`src/rtl/rtc_cal_if.sv`:
```
`timescale 1ns/1ps
// rtc_cal_if: command strobe, serial shift port and status outputs of the
// real-time calendar. The controller drives through master; rtc_cal uses slave.
interface rtc_cal_if;
  logic       cstb;
  logic       cclk;
  logic [3:0] cin;
  logic       cdata;
  logic       ind;
  logic       tp;
  logic       irq;

  modport master (output cstb, cclk, cin, input cdata, ind, tp, irq);
  modport slave  (input cstb, cclk, cin, output cdata, ind, tp, irq);
endinterface

```
`src/rtl/rtc_cal.sv`:
```
`timescale 1ns/1ps
// rtc_cal: BCD real-time calendar with a serial command/shift port.
// A prescaler divides clk down to one tick per second; the tick walks the
// sec/min/hour/day/month(/year) cascade. cin=1 latches the time into the
// shift register, cin=2 loads the time back from it, cclk shifts it right.
// Optional alarm: define RTC_ALARM_EN to get the cin=3 alarm load and irq.
module rtc_cal #(
  parameter int CLK_HZ    = 14318182,
  parameter int WITH_YEAR = 1
) (
  input logic      clk,
  input logic      rst_n,
  rtc_cal_if.slave bus
);
  localparam int            PW    = (CLK_HZ > 1) ? $clog2(CLK_HZ) : 1;
  localparam int            SW    = (WITH_YEAR != 0) ? 48 : 40;
  localparam logic [PW-1:0] PMAX  = PW'(CLK_HZ - 1);
  localparam logic [PW-1:0] PHALF = PW'(CLK_HZ / 2);

  logic [PW-1:0] presc_q, presc_d;
  logic [7:0]    sec_q, sec_d, min_q, min_d, hour_q, hour_d;
  logic [7:0]    day_q, day_d, year_q, year_d;
  logic [3:0]    mon_q, mon_d, wday_q, wday_d;
  logic [SW-1:0] sr_q, sr_d;
  logic          cstbPrev_q, cclkPrev_q;

  logic          strobe, shiftEdge, doLatch, doLoad, tick, leap;
  logic          secWrap, minWrap, hourWrap, dayWrap, monWrap;
  logic [7:0]    dayMax, secNext, minNext, hourNext, dayNext, yearNext;
  logic [47:0]   srExt, snap48;

  // Next BCD value: at/above the maximum (including illegal codes) wraps to
  // the minimum, otherwise a decimal increment of the two digits.
  function automatic logic [7:0] bcdNext(input logic [7:0] v,
                                         input logic [7:0] maxV,
                                         input logic [7:0] minV);
    logic [7:0] r;
    if (v >= maxV)            r = minV;
    else if (v[3:0] >= 4'd9)  r = {v[7:4] + 4'd1, 4'd0};
    else                      r = {v[7:4], v[3:0] + 4'd1};
    return r;
  endfunction

  assign strobe    = bus.cstb & ~cstbPrev_q;
  assign shiftEdge = bus.cclk & ~cclkPrev_q;
  assign doLatch   = strobe && (bus.cin == 4'd1);
  assign doLoad    = strobe && (bus.cin == 4'd2);
  assign tick      = (presc_q == PMAX);

  assign srExt  = 48'(sr_q);
  assign snap48 = {((WITH_YEAR != 0) ? year_q : 8'h00), mon_q,
                   1'b0, wday_q[2:0], 2'b00, day_q[5:0], 2'b00, hour_q[5:0],
                   1'b0, min_q[6:0], 1'b0, sec_q[6:0]};

  // Leap-year test on the BCD digits and the month-dependent last day.
  always_comb begin
    leap = 1'b0;
    if (WITH_YEAR != 0) begin
      if (!year_q[4]) leap = (year_q[3:0] == 4'd0) || (year_q[3:0] == 4'd4) || (year_q[3:0] == 4'd8);
      else            leap = (year_q[3:0] == 4'd2) || (year_q[3:0] == 4'd6);
    end
    case (mon_q)
      4'd4, 4'd6, 4'd9, 4'd11: dayMax = 8'h30;
      4'd2:                    dayMax = leap ? 8'h29 : 8'h28;
      default:                 dayMax = 8'h31;
    endcase
  end

  assign secNext  = bcdNext(sec_q,  8'h59, 8'h00);
  assign minNext  = bcdNext(min_q,  8'h59, 8'h00);
  assign hourNext = bcdNext(hour_q, 8'h23, 8'h00);
  assign dayNext  = bcdNext(day_q,  dayMax, 8'h01);
  assign yearNext = bcdNext(year_q, 8'h99, 8'h00);
  assign secWrap  = (sec_q  >= 8'h59);
  assign minWrap  = (min_q  >= 8'h59);
  assign hourWrap = (hour_q >= 8'h23);
  assign dayWrap  = (day_q  >= dayMax);
  assign monWrap  = (mon_q  >= 4'd12);

  // Prescaler and time fields: a load wins over the tick in the same cycle.
  always_comb begin
    presc_d = presc_q + PW'(1);
    sec_d   = sec_q;
    min_d   = min_q;
    hour_d  = hour_q;
    day_d   = day_q;
    wday_d  = wday_q;
    mon_d   = mon_q;
    year_d  = year_q;
    if (doLoad) begin
      presc_d = '0;
      sec_d   = srExt[7:0];
      min_d   = srExt[15:8];
      hour_d  = srExt[23:16];
      day_d   = srExt[31:24];
      wday_d  = srExt[35:32];
      mon_d   = srExt[39:36];
      if (WITH_YEAR != 0) year_d = srExt[47:40];
    end else if (tick) begin
      presc_d = '0;
      sec_d   = secNext;
      if (secWrap) begin
        min_d = minNext;
        if (minWrap) begin
          hour_d = hourNext;
          if (hourWrap) begin
            day_d  = dayNext;
            wday_d = (wday_q >= 4'd6) ? 4'd0 : wday_q + 4'd1;
            if (dayWrap) begin
              mon_d = monWrap ? 4'd1 : mon_q + 4'd1;
              if (monWrap && (WITH_YEAR != 0)) year_d = yearNext;
            end
          end
        end
      end
    end
  end

  // Shift register: latching a snapshot takes priority over a shift.
  always_comb begin
    sr_d = sr_q;
    if (doLatch)        sr_d = snap48[SW-1:0];
    else if (shiftEdge) sr_d = {bus.cin[0], sr_q[SW-1:1]};
  end

  // State registers for the time, prescaler, shift register and edge samples.
  always_ff @(posedge clk or negedge rst_n) begin
    if (!rst_n) begin
      presc_q    <= '0;
      sec_q      <= 8'h00;
      min_q      <= 8'h00;
      hour_q     <= 8'h00;
      day_q      <= 8'h01;
      wday_q     <= 4'd0;
      mon_q      <= 4'd1;
      year_q     <= 8'h00;
      sr_q       <= '0;
      cstbPrev_q <= 1'b0;
      cclkPrev_q <= 1'b0;
    end else begin
      presc_q    <= presc_d;
      sec_q      <= sec_d;
      min_q      <= min_d;
      hour_q     <= hour_d;
      day_q      <= day_d;
      wday_q     <= wday_d;
      mon_q      <= mon_d;
      year_q     <= year_d;
      sr_q       <= sr_d;
      cstbPrev_q <= bus.cstb;
      cclkPrev_q <= bus.cclk;
    end
  end

  assign bus.cdata = sr_q[0];
  assign bus.ind   = (presc_q < PHALF);
  assign bus.tp    = tick & ~doLoad;

`ifdef RTC_ALARM_EN
  logic [23:0] alarm_q, alarm_d;
  logic        irq_q, irq_d;

  // Alarm load on cin=3; irq set by a matching tick, cleared by a latch.
  always_comb begin
    alarm_d = alarm_q;
    irq_d   = irq_q;
    if (strobe && (bus.cin == 4'd3)) alarm_d = sr_q[23:0];
    if (doLatch) irq_d = 1'b0;
    if (tick && !doLoad && ({hour_d, min_d, sec_d} == alarm_q)) irq_d = 1'b1;
  end

  // Alarm registers.
  always_ff @(posedge clk or negedge rst_n) begin
    if (!rst_n) begin
      alarm_q <= 24'h000000;
      irq_q   <= 1'b0;
    end else begin
      alarm_q <= alarm_d;
      irq_q   <= irq_d;
    end
  end

  assign bus.irq = irq_q;
`else
  assign bus.irq = 1'b0;
`endif
endmodule

```
`src/flat_wrapper.sv`:
```
// flat-port wrapper written by rule: the top's interface ports become plain ports
module rtc_cal_flat 
#(
  parameter int CLK_HZ    = 14318182,
  parameter int WITH_YEAR = 1
)
  (clk, rst_n, bus_cstb, bus_cclk, bus_cin, bus_cdata, bus_ind, bus_tp, bus_irq);
  rtc_cal_if bus_i ();
  input logic clk;
  input logic rst_n;
  input wire logic [$bits(bus_i.cstb)-1:0] bus_cstb;
  input wire logic [$bits(bus_i.cclk)-1:0] bus_cclk;
  input wire logic [$bits(bus_i.cin)-1:0] bus_cin;
  output wire logic [$bits(bus_i.cdata)-1:0] bus_cdata;
  output wire logic [$bits(bus_i.ind)-1:0] bus_ind;
  output wire logic [$bits(bus_i.tp)-1:0] bus_tp;
  output wire logic [$bits(bus_i.irq)-1:0] bus_irq;
  assign bus_i.cstb = bus_cstb;
  assign bus_i.cclk = bus_cclk;
  assign bus_i.cin = bus_cin;
  assign bus_cdata = bus_i.cdata;
  assign bus_ind = bus_i.ind;
  assign bus_tp = bus_i.tp;
  assign bus_irq = bus_i.irq;
  rtc_cal #(.CLK_HZ(CLK_HZ), .WITH_YEAR(WITH_YEAR)) u_core (.clk(clk), .rst_n(rst_n), .bus(bus_i));
endmodule
```
`config.mk`:
```
export PLATFORM = sky130hd
export DESIGN_NAME = rtc_cal_flat
export DESIGN_NICKNAME = d
export VERILOG_FILES = /design/src/rtl/rtc_cal_if.sv /design/src/rtl/rtc_cal.sv /design/src/flat_wrapper.sv
export SDC_FILE = /design/constraint.sdc
export NUM_CORES = 1
export LEC_CHECK = 0
export ABC_AREA = 1
export CELL_PAD_IN_SITES_DETAIL_PLACEMENT = 1
export CELL_PAD_IN_SITES_GLOBAL_PLACEMENT = 1
export CORE_MARGIN = 8
export CORE_UTILIZATION = 45
export CTS_BUF_LIST = sky130_fd_sc_hd__clkbuf_4
export DETAILED_ROUTE_END_ITERATION = 12
export DONT_BUFFER_PORTS = 1
export HOLD_SLACK_MARGIN = 0.06
export MAX_ROUTING_LAYER = met4
export PLACE_DENSITY = 0.89
export SKIP_LAST_GASP = 1
export SYNTH_ARGS = -nofsm -noshare
export SYNTH_HDL_FRONTEND = slang
export SYNTH_SLANG_ARGS = --single-unit
```
`constraint.sdc`:
```
create_clock -name clk -period 2.1 [get_ports clk]
set_input_delay 0.525 -clock clk [delete_from_list [all_inputs] [get_ports clk]]
set_output_delay 0.525 -clock clk [all_outputs]
set_load 0.05 [all_outputs]
```
* Yosys cells after proc, flatten, opt, wreduce, memory -nomap -nowiden
Cells that the tools add are included.
W data, S select, Z words.
** Operators by class
- Reductions and logical operators :: 29
- Equality and inequality tests :: 12
- Bitwise logic cells :: 6
- Multiplexer cells :: 51
- $lt $le $gt $ge :: 13
- $add $sub $neg :: 13
** Operator list (count)
- $mux W8 :: 31
- $mux W48 :: 2
- $mux W4 :: 13
- $add A4 B1 Y4 const B :: 12
- $mux W24 :: 2
- $add A24 B1 Y24 const B :: 1
- $eq A24 B24 Y1 const B :: 1
- $ge A4 B4 Y1 const B :: 6
- $lt A24 B23 Y1 const B :: 1
- $eq A4 B3 Y1 const B :: 4
- $ge A8 B7 Y1 const B :: 2
- $pmux W8 S2 :: 1
- $reduce_bool A3 Y1 :: 5
- $reduce_bool A2 Y1 :: 7
- $eq A4 B2 Y1 const B :: 3
- $eq A4 B4 Y1 const B :: 3
- $reduce_and A5 Y1 :: 2
- $ge A8 B6 Y1 const B :: 1
- $ge A8 B8 Y1 :: 1
- $ge A8 B8 Y1 const B :: 1
- $reduce_and A4 Y1 :: 2
- $reduce_and A7 Y1 :: 1
- $reduce_and A3 Y1 :: 2
- $reduce_and A6 Y1 :: 1
- 10 further kinds :: 19
** Word-level totals
- Flip-flop bits (word level) :: 122
- Output and inout port bits :: 4
- Input port bits :: 8
- Word-level logic and storage cells :: 140

* Longest topological paths before layout
- Depth after elaboration :: 13
- Mapped depth :: 18
- Depth with buffers taken out :: 18

* Worst setup path before layout
No wires, ideal clock.
- Path kind :: in2out
- Start :: input port bus_cin[1]
- End :: output port bus_tp
- Data required time :: 1.575 ns
- Stages on the path :: 6
- Slack :: -0.475 ns
- Arrival :: 2.050 ns
- Path buffers :: 1
- Cells stage by stage :: inv_2 > nor2_1 > nand3_2 > inv_2 > buf_2 > nor3_1
** Between the ends
- Longest elaborated chain between the ends :: 4
** Ends and longest elaborated chain
- from (decl) :: RTL line flat_wrapper.sv:13 : input wire logic [$bits(bus_i.cin)-1:0] bus_cin;
- $eq A4 B2 Y1 :: RTL line rtc_cal.sv:47 : assign doLoad = strobe && (bus.cin == 4'd2);
- $logic_and A1 B1 Y1 :: RTL line rtc_cal.sv:47
- $not A1 Y1 :: RTL line rtc_cal.sv:157 : assign bus.tp = tick & ~doLoad;
- $and A1 B1 Y1 :: RTL line rtc_cal.sv:157
- to (decl) :: RTL line flat_wrapper.sv:16 : output wire logic [$bits(bus_i.tp)-1:0] bus_tp;
No other way between the ends.

* Worst setup path after layout
- Start :: register u_core.mon_q[0]
- End :: register u_core.mon_q[2]
** Between the ends
- Longest elaborated chain between the ends :: 8
- Elaborated cells on any way between the ends :: 19
** Ends and longest elaborated chain
- from (decl) :: RTL line rtc_cal.sv:23 : logic [3:0] mon_q, mon_d, wday_q, wday_d;
- from (signal assigned) :: RTL line rtc_cal.sv:147 : mon_q <= mon_d;
- branches (longest 8 deep; another with $ge A8 B8 Y1)
Several ways; the timed one is not identified. The select of a mux whose other input is x is not followed.
A chain may end at the register's enable or synchronous reset.

==> impl_metrics.toml <==
[power]
powerDensity_mw_per_mm2 = 700
p_leak_nw = 4.04
vdd_ir_drop_max_mv = 0.377
power.total_mw = 5.93

[clocking]
tritoncts = "built"
cts.root.buffer_cell = "clkbuf_4"
cts.sinks = 122
htree_levels = 4
cts_max_path_buffers = 2
clk_latency_ns = 0.55
numCtsBuffers = 17
clk_pin_slew_ns = 0.12
postCtsHoldBufs = 2

[synthesis]
synth_cell_types = 47
synth_enable_flop_cells = 0
synthesis.area_sq_mm = 0.00723
ys_seq_area_share_pct = 42.3
synth_most_common_cell = "nand2_1"
async_flop_share_pct = 100
ys_top_cells_by_area = "dfrtp_1 (42%), nand2_1 (12%), ha_1 (6.4%)"
synth.top_cell.area_share_pct = 41.6
synth.top_cells.by_count = "nand2_1 (231), dfrtp_1 (120), inv_1 (101)"
synth.avg_cell_area_sq_um = 7.94
synth-main-ff-cell = "dfrtp_1"
synth_seq_cells = 122
synth_warnings = 0
syn_inst = 910
syn_nets = 955
synth_top_cell_by_area = "dfrtp_1"

[global_routing]
antenna_found_initial = 1
grt_max_degree = 123
grt_pass1_wl_um = 34700
grt_overflow = 0
grt_pass1_vias = 7127
grt_usage_pct = 22.0

[sta]
max_slew_margin_pct = 61.9
setup-violations-final = 22
final-max-slew-violation-count = 0
rsz0062_at_grt = "true"
hold_viol_final = 122
setup_slack_ns = -0.624
layout_min_cycle_time_ns = 2.72
clock_skew_ns = 0.0234
fmax_mhz = 367
whs_ns = -0.347
fin_crit_sh_pct = 130
tightestPinTransition_ns = 0.571

[min_path]
hp-class = "in -> async"

[critical_path]
crit_type = "reg -> reg"
crit_path_start_kind = "flop"
critical_path_required_ns = 2.54
crit_chain = "inv_4, ha_4, o21ai_2, nand2_1, a32o_1, inv_1, ha_1, inv_2, nor2_2, nand2_1, nand3_2, nand2_2, nand2_4, nand3_4, nor2_4, buf_12, buf_6, nand2_1, o21ai_0"
critPathMaxFanout = 7
crit_top_cell = "nand2_1"
cp.arrival_ns = 3.16
endpoint_kind = "flop"
cpPeakStageDelay_ns = 0.63
cpMaxStageDelayCell = "dfstp_2"
crit_family = "simple AND/OR/NAND/NOR gates"
crit_buf_inv = 5

[floorplanning]
core-area_sq_mm = 0.0158
die_w_um = 143
ioPinCount = 12
initial_utilization_pct = 45.8
die_area_sq_mm = 0.0204
die_y_um = 143
core.rowCount = 46

[flow_run]
maxCapViolCount = 0

[placed_design]
dp.cells = 1144
dp_hpwl_um = 14000
place_area_sq_mm = 0.00777
place_ws_ns = -0.402
io_buffers = 0
place_congestion = 0.841

[routing]
first_iter_violations = 398
ant_nets = 0
routed_wl_um = 22200
drc = 0
first_pass_iters = 6
avgViaCountPerCell = 5.64
wire_per_inst_um = 18.6
num_vias = 6729

[status]
status = "complete, but fails checks"
violations = "negative hold slack, negative setup slack"

[cells_and_area]
syn2layout_area_growth_pct = 17.3
final_layout_size_suffix_gt1_share_pct = 21.2
design_area_sq_mm = 0.00848
fin_cells = 1194
fin_nets = 1009
num-fill-cells = 1915
## where the power goes
group,internal (mW),switching (mW),total [mW]
clock,0.699,0.969,1.67
combinational,0.483,0.752,1.24
sequential,2.68,0.354,3.03
total,3.86,2.08,5.93
## logic make-up (layout without fill, tap and decap cells)
group,count (synthesis),count (layout),share of synthesized area [%]
simple gates,440,440,27.7
compound gates,147,147,13.0
buf+inv,145,212,8.36
flops,122,122,42.3
fa+ha+maj,37,37,6.41
xor+xnor,18,18,2.18
other cells,1,2,0.0519
## per-layer routing
metal  track usage (%)  vias to the layer above  share of wire [%]
li1                  -                     3137                  -
met1              24.8                     3401                 42
met2              37.8                      152                 53
met3              4.41                       39                3.7
met4              8.17                        0                2.0
met5                 -                        -                  0
## stage by stage
step,TNS [ns],util [%],hold WS (ns)
2_1_floorplan,-1.87,-,0.229
3_3_place_gp,-4.15,49.3,0.233
3_5_place_dp,-7.47,49.3,0.235
4_1_cts,-7.14,51.9,-0.401
5_1_grt,-13.26,53.7,-0.409
6_report,-11.02,53.7,-0.347
## worst reg2reg max path: stages (launching register included)
cell and delay, ns:
dfstp_2 0.63, inv_4 0.07, ha_4 0.18, o21ai_2 0.13, nand2_1 0.09, a32o_1 0.22, inv_1 0.06, ha_1 0.24
inv_2 0.07, nor2_2 0.04, nand2_1 0.08, nand3_2 0.07, nand2_2 0.10, nand2_4 0.07, nand3_4 0.08, nor2_4 0.05
buf_12 0.14, buf_6 0.13, nand2_1 0.07, o21ai_0 0.10
## layout by cell type (no fill, tap or decap), drive strengths merged, types with 2 or more instances in the layout
cell           n
nand2        241
dfrtp        120
inv          110
nor2          80
nand3         78
buf           64
o21ai         61
ha            37
o221ai        33
nor3          20
a21oi         19
clkbuf        18
a31oi         15
xor2          12
clkinv        11
o211ai        10
nand4          8
xnor2          6
nor4           5
or2            4
clkinvlp       4
o22ai          3
o311ai         2
nand3b         2
bufinv         2
dlygate4sd3    2
dfstp          2
## state kept, by name, summed over array words and instances (netlist names)
name,cells
u_core.hour_q,8
u_core.day_q,8
u_core.mon_q,4
u_core.cstbPrev_q,1
u_core.srExt,48
u_core.year_q,8
u_core.presc_q,24
u_core.min_q,8
u_core.wday_q,4
u_core.sec_q,8
u_core.cclkPrev_q,1
## final timing paths
path,start,to,slack (ns),cells after the start
worst max register to register,u_core.mon_q[0],u_core.mon_q[2],-0.62,19
worst min register to register,u_core.wday_q[2],u_core.wday_q[2],0.49,2
worst max-delay path,u_core.mon_q[0],u_core.mon_q[2],-0.62,19
worst min-delay path,rst_n,u_core.year_q[1],-0.35,0
min in group clk,bus_cin[0],u_core.srExt[47],0.17,2
max in group asynchronous,rst_n,u_core.day_q[0],2.23,0
## final cells by class
type | count | area [sq um] | share of cell area (%)
inverter | 113 | 430 | 5.08
timing repair buffer | 67 | 606 | 7.14
clock buffer | 18 | 135 | 1.59
sequential | 122 | 3070 | 36.2
clock inverter | 14 | 131 | 1.55
tap | 216 | 270 | 3.19
multi-input combinational | 643 | 3830 | 45.2
antenna | 1 | 2.50 | 0.0295
## repair_timing
item,CTS,global route
hold endpoints to repair,124,122
cloned,0,0
gates resized for setup,32,49
pin swaps,12,15
buffers inserted,3,13
endpoints found under the setup margin,22,30
No activity file was read; power rests on OpenSTA's default activity.
